==> src/rtl/wb_write_arbiter.sv <==
// Register-file write-port arbiter: merges in-order pipeline results with buffered
// out-of-order multi-cycle results, and tracks registers with outstanding multi-cycle writes.
module wb_write_arbiter #(
    parameter int DATA_W = 32,
    parameter int DEPTH  = 2
) (
    input  logic              clk,
    input  logic              rst,
    input  logic              wb_valid_i,
    input  logic [4:0]        wb_rd_i,
    input  logic [DATA_W-1:0] wb_data_i,
    output logic              wb_stall_o,
    input  logic              mc_issue_i,
    input  logic [4:0]        mc_issue_rd_i,
    input  logic              mc_valid_i,
    output logic              mc_ready_o,
    input  logic [4:0]        mc_rd_i,
    input  logic [DATA_W-1:0] mc_data_i,
    output logic              reg_write_en_o,
    output logic [4:0]        rd_addr_o,
    output logic [DATA_W-1:0] rd_data_o,
    output logic [31:0]       busy_o
);

    localparam int PTR_W = (DEPTH > 1) ? $clog2(DEPTH) : 1;
    localparam int CNT_W = $clog2(DEPTH + 1);
    localparam logic [CNT_W-1:0] FULL_CNT = CNT_W'(DEPTH);

    typedef struct packed {
        logic [4:0]        rd;
        logic [DATA_W-1:0] data;
    } entry_t;

    entry_t            mem_q [DEPTH];
    logic [PTR_W-1:0]  wr_ptr_q, wr_ptr_d;
    logic [PTR_W-1:0]  rd_ptr_q, rd_ptr_d;
    logic [CNT_W-1:0]  count_q, count_d;
    logic [31:0]       busy_q, busy_d;
    logic              en_q, en_d;
    logic [4:0]        addr_q, addr_d;
    logic [DATA_W-1:0] data_q, data_d;

    logic   full, push, pop, take_wb;
    entry_t head;

    // Full/ready derive only from registered count, so no combinational path from the valids.
    assign full       = (count_q == FULL_CNT);
    assign mc_ready_o = !full;
    assign wb_stall_o = full;
    assign push       = mc_valid_i && !full;
    assign pop        = full || (!wb_valid_i && count_q != '0);
    assign take_wb    = !full && wb_valid_i;
    assign head       = mem_q[rd_ptr_q];

    always_comb begin
        // NOTE: every always_comb output gets a default first so no latch is inferred.
        wr_ptr_d = wr_ptr_q;
        rd_ptr_d = rd_ptr_q;
        count_d  = count_q;
        busy_d   = busy_q;
        en_d     = 1'b0;
        addr_d   = addr_q;
        data_d   = data_q;

        if (push) wr_ptr_d = wr_ptr_q + 1'b1;
        if (pop)  rd_ptr_d = rd_ptr_q + 1'b1;
        if (push && !pop)      count_d = count_q + CNT_W'(1);
        else if (pop && !push) count_d = count_q - CNT_W'(1);

        if (pop) begin
            en_d   = (head.rd != 5'd0);
            addr_d = head.rd;
            data_d = head.data;
            busy_d[head.rd] = 1'b0;
        end else if (take_wb) begin
            en_d   = (wb_rd_i != 5'd0);
            addr_d = wb_rd_i;
            data_d = wb_data_i;
        end

        // Set after clear: a newly issued op to the same register stays outstanding.
        if (mc_issue_i && mc_issue_rd_i != 5'd0) busy_d[mc_issue_rd_i] = 1'b1;
        busy_d[0] = 1'b0;
    end

    // NOTE: sequential state uses non-blocking assignments so all registers update together.
    always_ff @(posedge clk or posedge rst) begin
        if (rst) begin
            wr_ptr_q <= '0;
            rd_ptr_q <= '0;
            count_q  <= '0;
            busy_q   <= '0;
            en_q     <= 1'b0;
            addr_q   <= '0;
            data_q   <= '0;
        end else begin
            wr_ptr_q <= wr_ptr_d;
            rd_ptr_q <= rd_ptr_d;
            count_q  <= count_d;
            busy_q   <= busy_d;
            en_q     <= en_d;
            addr_q   <= addr_d;
            data_q   <= data_d;
        end
    end

    // NOTE: FIFO storage is not reset; count gates every read, so stale entries are never used.
    always_ff @(posedge clk) begin
        if (push) mem_q[wr_ptr_q] <= '{rd: mc_rd_i, data: mc_data_i};
    end

    assign reg_write_en_o = en_q;
    assign rd_addr_o      = addr_q;
    assign rd_data_o      = data_q;
    assign busy_o         = busy_q;

endmodule

==> config.mk <==
export PLATFORM = sky130hd
export DESIGN_NAME = wb_write_arbiter
export DESIGN_NICKNAME = d
export VERILOG_FILES = /design/src/rtl/wb_write_arbiter.sv
export SDC_FILE = /design/constraint.sdc
export NUM_CORES = 1
export LEC_CHECK = 0
export BUFFER_PORTS_ARGS = -buffer_cell sky130_fd_sc_hd__buf_4
export CAP_MARGIN = 15
export CORE_MARGIN = 5
export CORE_UTILIZATION = 51
export DETAILED_ROUTE_END_ITERATION = 16
export GPL_TIMING_DRIVEN = 0
export HOLD_SLACK_MARGIN = 0.12
export PLACE_DENSITY = 0.75
export SYNTH_ARGS = -nofsm -noshare
export SYNTH_HDL_FRONTEND = slang
export SYNTH_SLANG_ARGS = --single-unit
export TNS_END_PERCENT = 20
==> constraint.sdc <==
create_clock -name clk -period 5.1 [get_ports clk]
set_input_delay 1.02 -clock clk [delete_from_list [all_inputs] [get_ports clk]]
set_output_delay 1.02 -clock clk [all_outputs]
set_load 0.01 [all_outputs]
# Word-level counts from Yosys, hierarchy flattened
# Memories as Yosys holds them, arrays and structs flattened.
# Index checks and enable logic that the tools add are counted.
# totals
reg_bits	73
wordCells	55
input_bits	84
mem_count	1
rom_bits	0
ramBits	74
out_inout_bits	72
latchBits	0
# mem_list
name	depth	word_bits	read_ports	rd_clocked_by_memory_dff	write_ports	line	source
mem_q	2	37	1	0	1	34	entry_t mem_q [DEPTH];
# op_classes
n_reduce_logical	19
n_mul	0
n_mux	16
div_mod_pow	0
n_eq_ne	1
add_sub_neg	4
n_bitwise	3
order_cmp	4
shifts	0
# ops
op	n
$mux 32	4
$and 32x32->32	1
$not 32->32	1
$or 32x32->32	1
$reduce_bool 5->1	3
$lt 5x6->1 const B	2
$demux 1 s5	2
$ge 5x1->1 const B	2
$mux 5	2
$logic_and 1x1->1	8
$mux 1	6
$reduce_bool 2->1	3
$logic_not 1->1	4
$mux 2	2
$add 1x1->1 const B	2
$add 2x1->2 const B	1
$eq 2x2->1 const B	1
$sub 2x1->2 const B	1
$logic_or 1x1->1	1

# Longest topological paths before layout
# An unclocked memory read counts as a cell.
# depth
ltp_word	10
depth_mapped	9
ltp_nobuf	7

# Worst setup path after synthesis
# OpenSTA, ideal clock, no wires.
# synth_path
path_kind	input to register
startpoint	input port mc_valid_i
endpoint	memory mem_q[0][0] (netlist name), enable pin
t_required_ns	4.669
n_path_buf	0
arrival_time_ns	2.674
cell_stages	2
slack_ns	1.995
cell_sequence	nand2_1 -> nor2_1
# synth_via
elab_chain_len	3
# synth_rtl
item	line	source
start, declared	15	input logic mc_valid_i,
$logic_and 1x1->1	50	assign push = mc_valid_i && !full;
$mux 1	109	if (push) mem_q[wr_ptr_q] <= '{rd: mc_rd_i, data: mc_data_i};
$mux 1 (not written as such)	109	
end, declared	34	
# Every way passes these cells.

# Worst setup path in the final report
# layout_path
startpoint	register count_q[0]
endpoint	output port wb_stall_o
# layout_via
elab_chain_len	1
# layout_rtl
item	line	source
start, declared	37	logic [CNT_W-1:0] count_q, count_d;
start signal, assigned	99	count_q <= count_d;
$eq 2x2->1	47	assign full = (count_q == FULL_CNT);
end, declared	12	output logic wb_stall_o,
# Every way passes these cells.

==> run summary <==
At the pin with the least slew margin, the transition time is 0.770 ns. For the worst setup path, the data arrival time is 2.01 ns. The internal cell power came out at 3.28 mW. After detailed routing, the number of remaining DRC violations is 0. The proportion of synthesized area in mux cells is 0.0621.

The critical-path maximum fanout is 10, and the clock insertion delay at the later pin of the skew report is 0.42 ns. The worst setup path is launched from a register. The power density relative to cell area is 572 nW/um^2. The tools report the worst relative slew slack as 0.480. The die is 125 um wide. Measured along the y axis, the die boundary spans 125 um. Post-CTS timing repair inserted 0 buffers for setup. Summed over all failing endpoints, the final setup total negative slack is 0 ns. The adder-cell area share of the yosys netlist came out at 0.00186.

Number of register bits inferred by synthesis: 147. The synthesized netlist net count came out at 617. The number of hold-repair buffers added at the cts stage came out at 0. The fraction of final layout cells sized beyond drive strength 1 was 0.361. The congestion estimate from routability-driven global placement came to 0.840. The number of gates resized after cts is 0, and the number of pins with negative max-slew slack in the final report is 0.

The clock transition at the register clock pins on the worst setup and hold paths after CTS was 0.06 ns. Largest family of logic cells by synthesized area: compound AO/OA/AOI/OAI gates. The endpoint required time on the critical path was 4.08 ns; the H-tree depth was 4. The run gives 0.351 mV as the worst ir drop on vdd. The tools report the global-route usage over all layers as 0.232. After detailed routing, the average wire length per cell comes to 20.4 um.

Sorting the synthesized cells by how often they occur yields sky130_fd_sc_hd__edfxtp_1 (74), sky130_fd_sc_hd__dfrtp_1 (73), sky130_fd_sc_hd__nand2_1 (37). Entering global routing, the biggest net connects 44 pins. In the routed layout, each cell is associated on average with a via count of 5.94. For the sequential-to-total area share from yosys stat, the log shows 0.603.

Type of the worst min-delay path: reg -> reg. The routed design could run at a clock period as short as 3.03 ns. The average cell area after synthesis works out to 12.6 sq um. The logs give 0 for the initial antenna violation count and 451 for the number of design-rule violations left by the first detailed-router iteration. The tools report the effective utilization at floorplan as 0.513. The logs give 0 for the final hold violation count and 147 for the clock sink count. Area share of xor/xnor cells in the synthesized design: 0.00653. The run gives 793 as the net count of the finished layout. For the reported net switching power, the log shows 1.74 mW. The run finished with clean final reports. The fraction of registers with async set or reset after synthesis came out at 0.497.

The period utilization was 0.594; the final hold slack was 0.520 ns. The area of the core was 13100 sq um. The run gives 0 as the count of yosys warnings during synthesis. After synthesis, the netlist uses 48 different library cells.

CTS placed an instance of sky130_fd_sc_hd__clkbuf_16 at the clock tree root. The simple-gate portion of the synthesized area was 0.107; the number of rows in the core area was 42. The area growth from synthesis to final layout was 30.7%. The logs give 532 for the synthesized instance count and 3.63 nW for the static leakage power. The share of total power in the clock network is 0.252, and the highest attainable clock frequency is 330 MHz. In this run, synthesis inferred 74 flip-flops with an integrated enable.

The proportion of netlist area held by the largest area contributor was 0.331. In this run the tool buffered the top-level ports with 154 buffer cells. Once detailed placement completed, the half-perimeter wirelength came to 13000 um. The run gives 15600 sq um as the full die area. The total CTS buffers is 17, and the via count of the first global-routing pass is 5535. The tools report the via count as 5327.

TritonCTS built the clock tree. The wire length of the first global-routing pass is 28600 um, and the proportion of power drawn by combinational gates is 0.389. The switching power share of the total is 0.347, and the residual antenna-violating net count after detailed routing is 0.

The share of total power in sequential cells was 0.358. The critical path is of the reg -> out type. The compound-gate portion of the synthesized area was 0.171. The run gives 2 as the buffer levels on the longest clock path. The logs give 0.00664 ns for the worst-case clock skew and 7 for the number of detailed-route iterations in the first pass.

The repair_antennas step left the layout with diodes totalling 0. By area the synthesized netlist is led by sky130_fd_sc_hd__edfxtp_1 (33%), sky130_fd_sc_hd__dfrtp_1 (27%), sky130_fd_sc_hd__mux2_2 (4.9%). The final layout contains routed wiring with a total length of 18300 um. The cell type with the highest aggregate area in the netlist is sky130_fd_sc_hd__edfxtp_1.

Global routing finished with a remaining overflow of 0. The tools report the count of boundary I/O pins as 156. Among all flip-flop cells after synthesis, the most frequent one is sky130_fd_sc_hd__edfxtp_1. Max-cap violations in this run came to 0.

Setup repair after global routing left no endpoint under its margin. The library cell with the highest instance count after synthesis was sky130_fd_sc_hd__edfxtp_1. The run gives 6710 sq um as the cell area after synthesis. Setup violations remaining at the end of the flow were counted as 0. The category of the worst setup path capture point was a primary output.
-- critical path: stages (launching register included) --
cell	delay (ns)
sky130_fd_sc_hd__dfrtp_1	0.35
sky130_fd_sc_hd__buf_2	0.15
sky130_fd_sc_hd__nand2b_4	0.18
sky130_fd_sc_hd__clkinv_1	0.21
sky130_fd_sc_hd__clkbuf_1	0.47
sky130_fd_sc_hd__buf_4	0.22
-- metal layers --
metal,wire [um],GRT usage
met5,0,0
met4,685,0.111
met3,1460,0.0716
met2,8960,0.381
met1,7170,0.280
-- cell families (layout without fill, tap and decap cells) --
group / count (synthesis) / after routing
adder cells (fa/ha/maj): 1 / 1
flip-flops: 147 / 147
XOR/XNOR: 5 / 5
multiplexers: 38 / 38
AND/OR/NAND/NOR: 122 / 122
buffers and inverters: 72 / 261
AO/OA/AOI/OAI: 146 / 146
other: 1 / 1
-- through the flow --
step | total power [mW] | cells | setup WS, ns | cell area, sq um | util
finish | 5.02 | 897 | 2.07 | 8770 | 0.670
global route | 5.28 | 897 | 1.95 | 8770 | 0.670
CTS | 5.03 | 897 | 2.05 | 8770 | 0.670
detailed placement | 3.76 | 865 | 2.53 | 8170 | 0.624
global placement | 3.66 | 862 | 0.801 | 8090 | 0.618
floorplan | 3.00 | 532 | 1.99 | 6710 | -
-- layout make-up --
cell class / instances / area, sq um
fill: 958 / 4320
clock inverter: 13 / 159
timing repair buffer: 157 / 1220
tap: 176 / 220
sequential: 147 / 4050
buffer: 38 / 188
clock buffer: 19 / 443
inverter: 34 / 130
multi-input combinational: 313 / 2350
-- worst paths after layout --
path                            endpoint          from  slack, ns  cells past startpoint
max in group asynchronous  rd_data_o[20]           rst       3.90                      3
min                         rd_addr_o[0]  rd_addr_o[0]       0.52                      2
min in group asynchronous     busy_o[18]           rst       0.62                      2
max                           wb_stall_o    count_q[0]       2.07                      5
max reg2reg                  mem_q[1][5]    count_q[0]       2.84                      6
min reg2reg                 rd_addr_o[0]  rd_addr_o[0]       0.52                      2
-- placed cells by master (no fill, tap or decap), types with 9 or more instances in the layout --
cell type / instances
sky130_fd_sc_hd__a22oi_1: 29
sky130_fd_sc_hd__a32oi_1: 31
sky130_fd_sc_hd__buf_2: 12
sky130_fd_sc_hd__buf_4: 158
sky130_fd_sc_hd__clkbuf_1: 17
sky130_fd_sc_hd__clkbuf_16: 17
sky130_fd_sc_hd__dfrtp_1: 73
sky130_fd_sc_hd__edfxtp_1: 74
sky130_fd_sc_hd__inv_1: 32
sky130_fd_sc_hd__mux2_2: 29
sky130_fd_sc_hd__mux2i_1: 9
sky130_fd_sc_hd__nand2_1: 37
sky130_fd_sc_hd__nand3_1: 32
sky130_fd_sc_hd__nand3b_1: 16
sky130_fd_sc_hd__o211ai_1: 30
sky130_fd_sc_hd__o21ai_0: 26
-- power groups by stage --
stage                     Combinational, mW  Clock (mW)  Sequential [mW]
after floorplan                        1.15           0             1.85
after global placement                 1.86           0             1.81
after detailed placement               1.95           0             1.81
after CTS                              1.96        1.28             1.80
after global routing                   2.12        1.34             1.83
final                                  1.95        1.27             1.80
-- state kept, by name, indices dropped and copies added, names as in the netlist --
register and flops:
rd_data_o 32, rd_addr_o 5, count_q 2, mem_q 74
reg_write_en_o 1, busy_o 31, wr_ptr_q 1, rd_ptr_q 1
(Power assumes the default switching activity.)
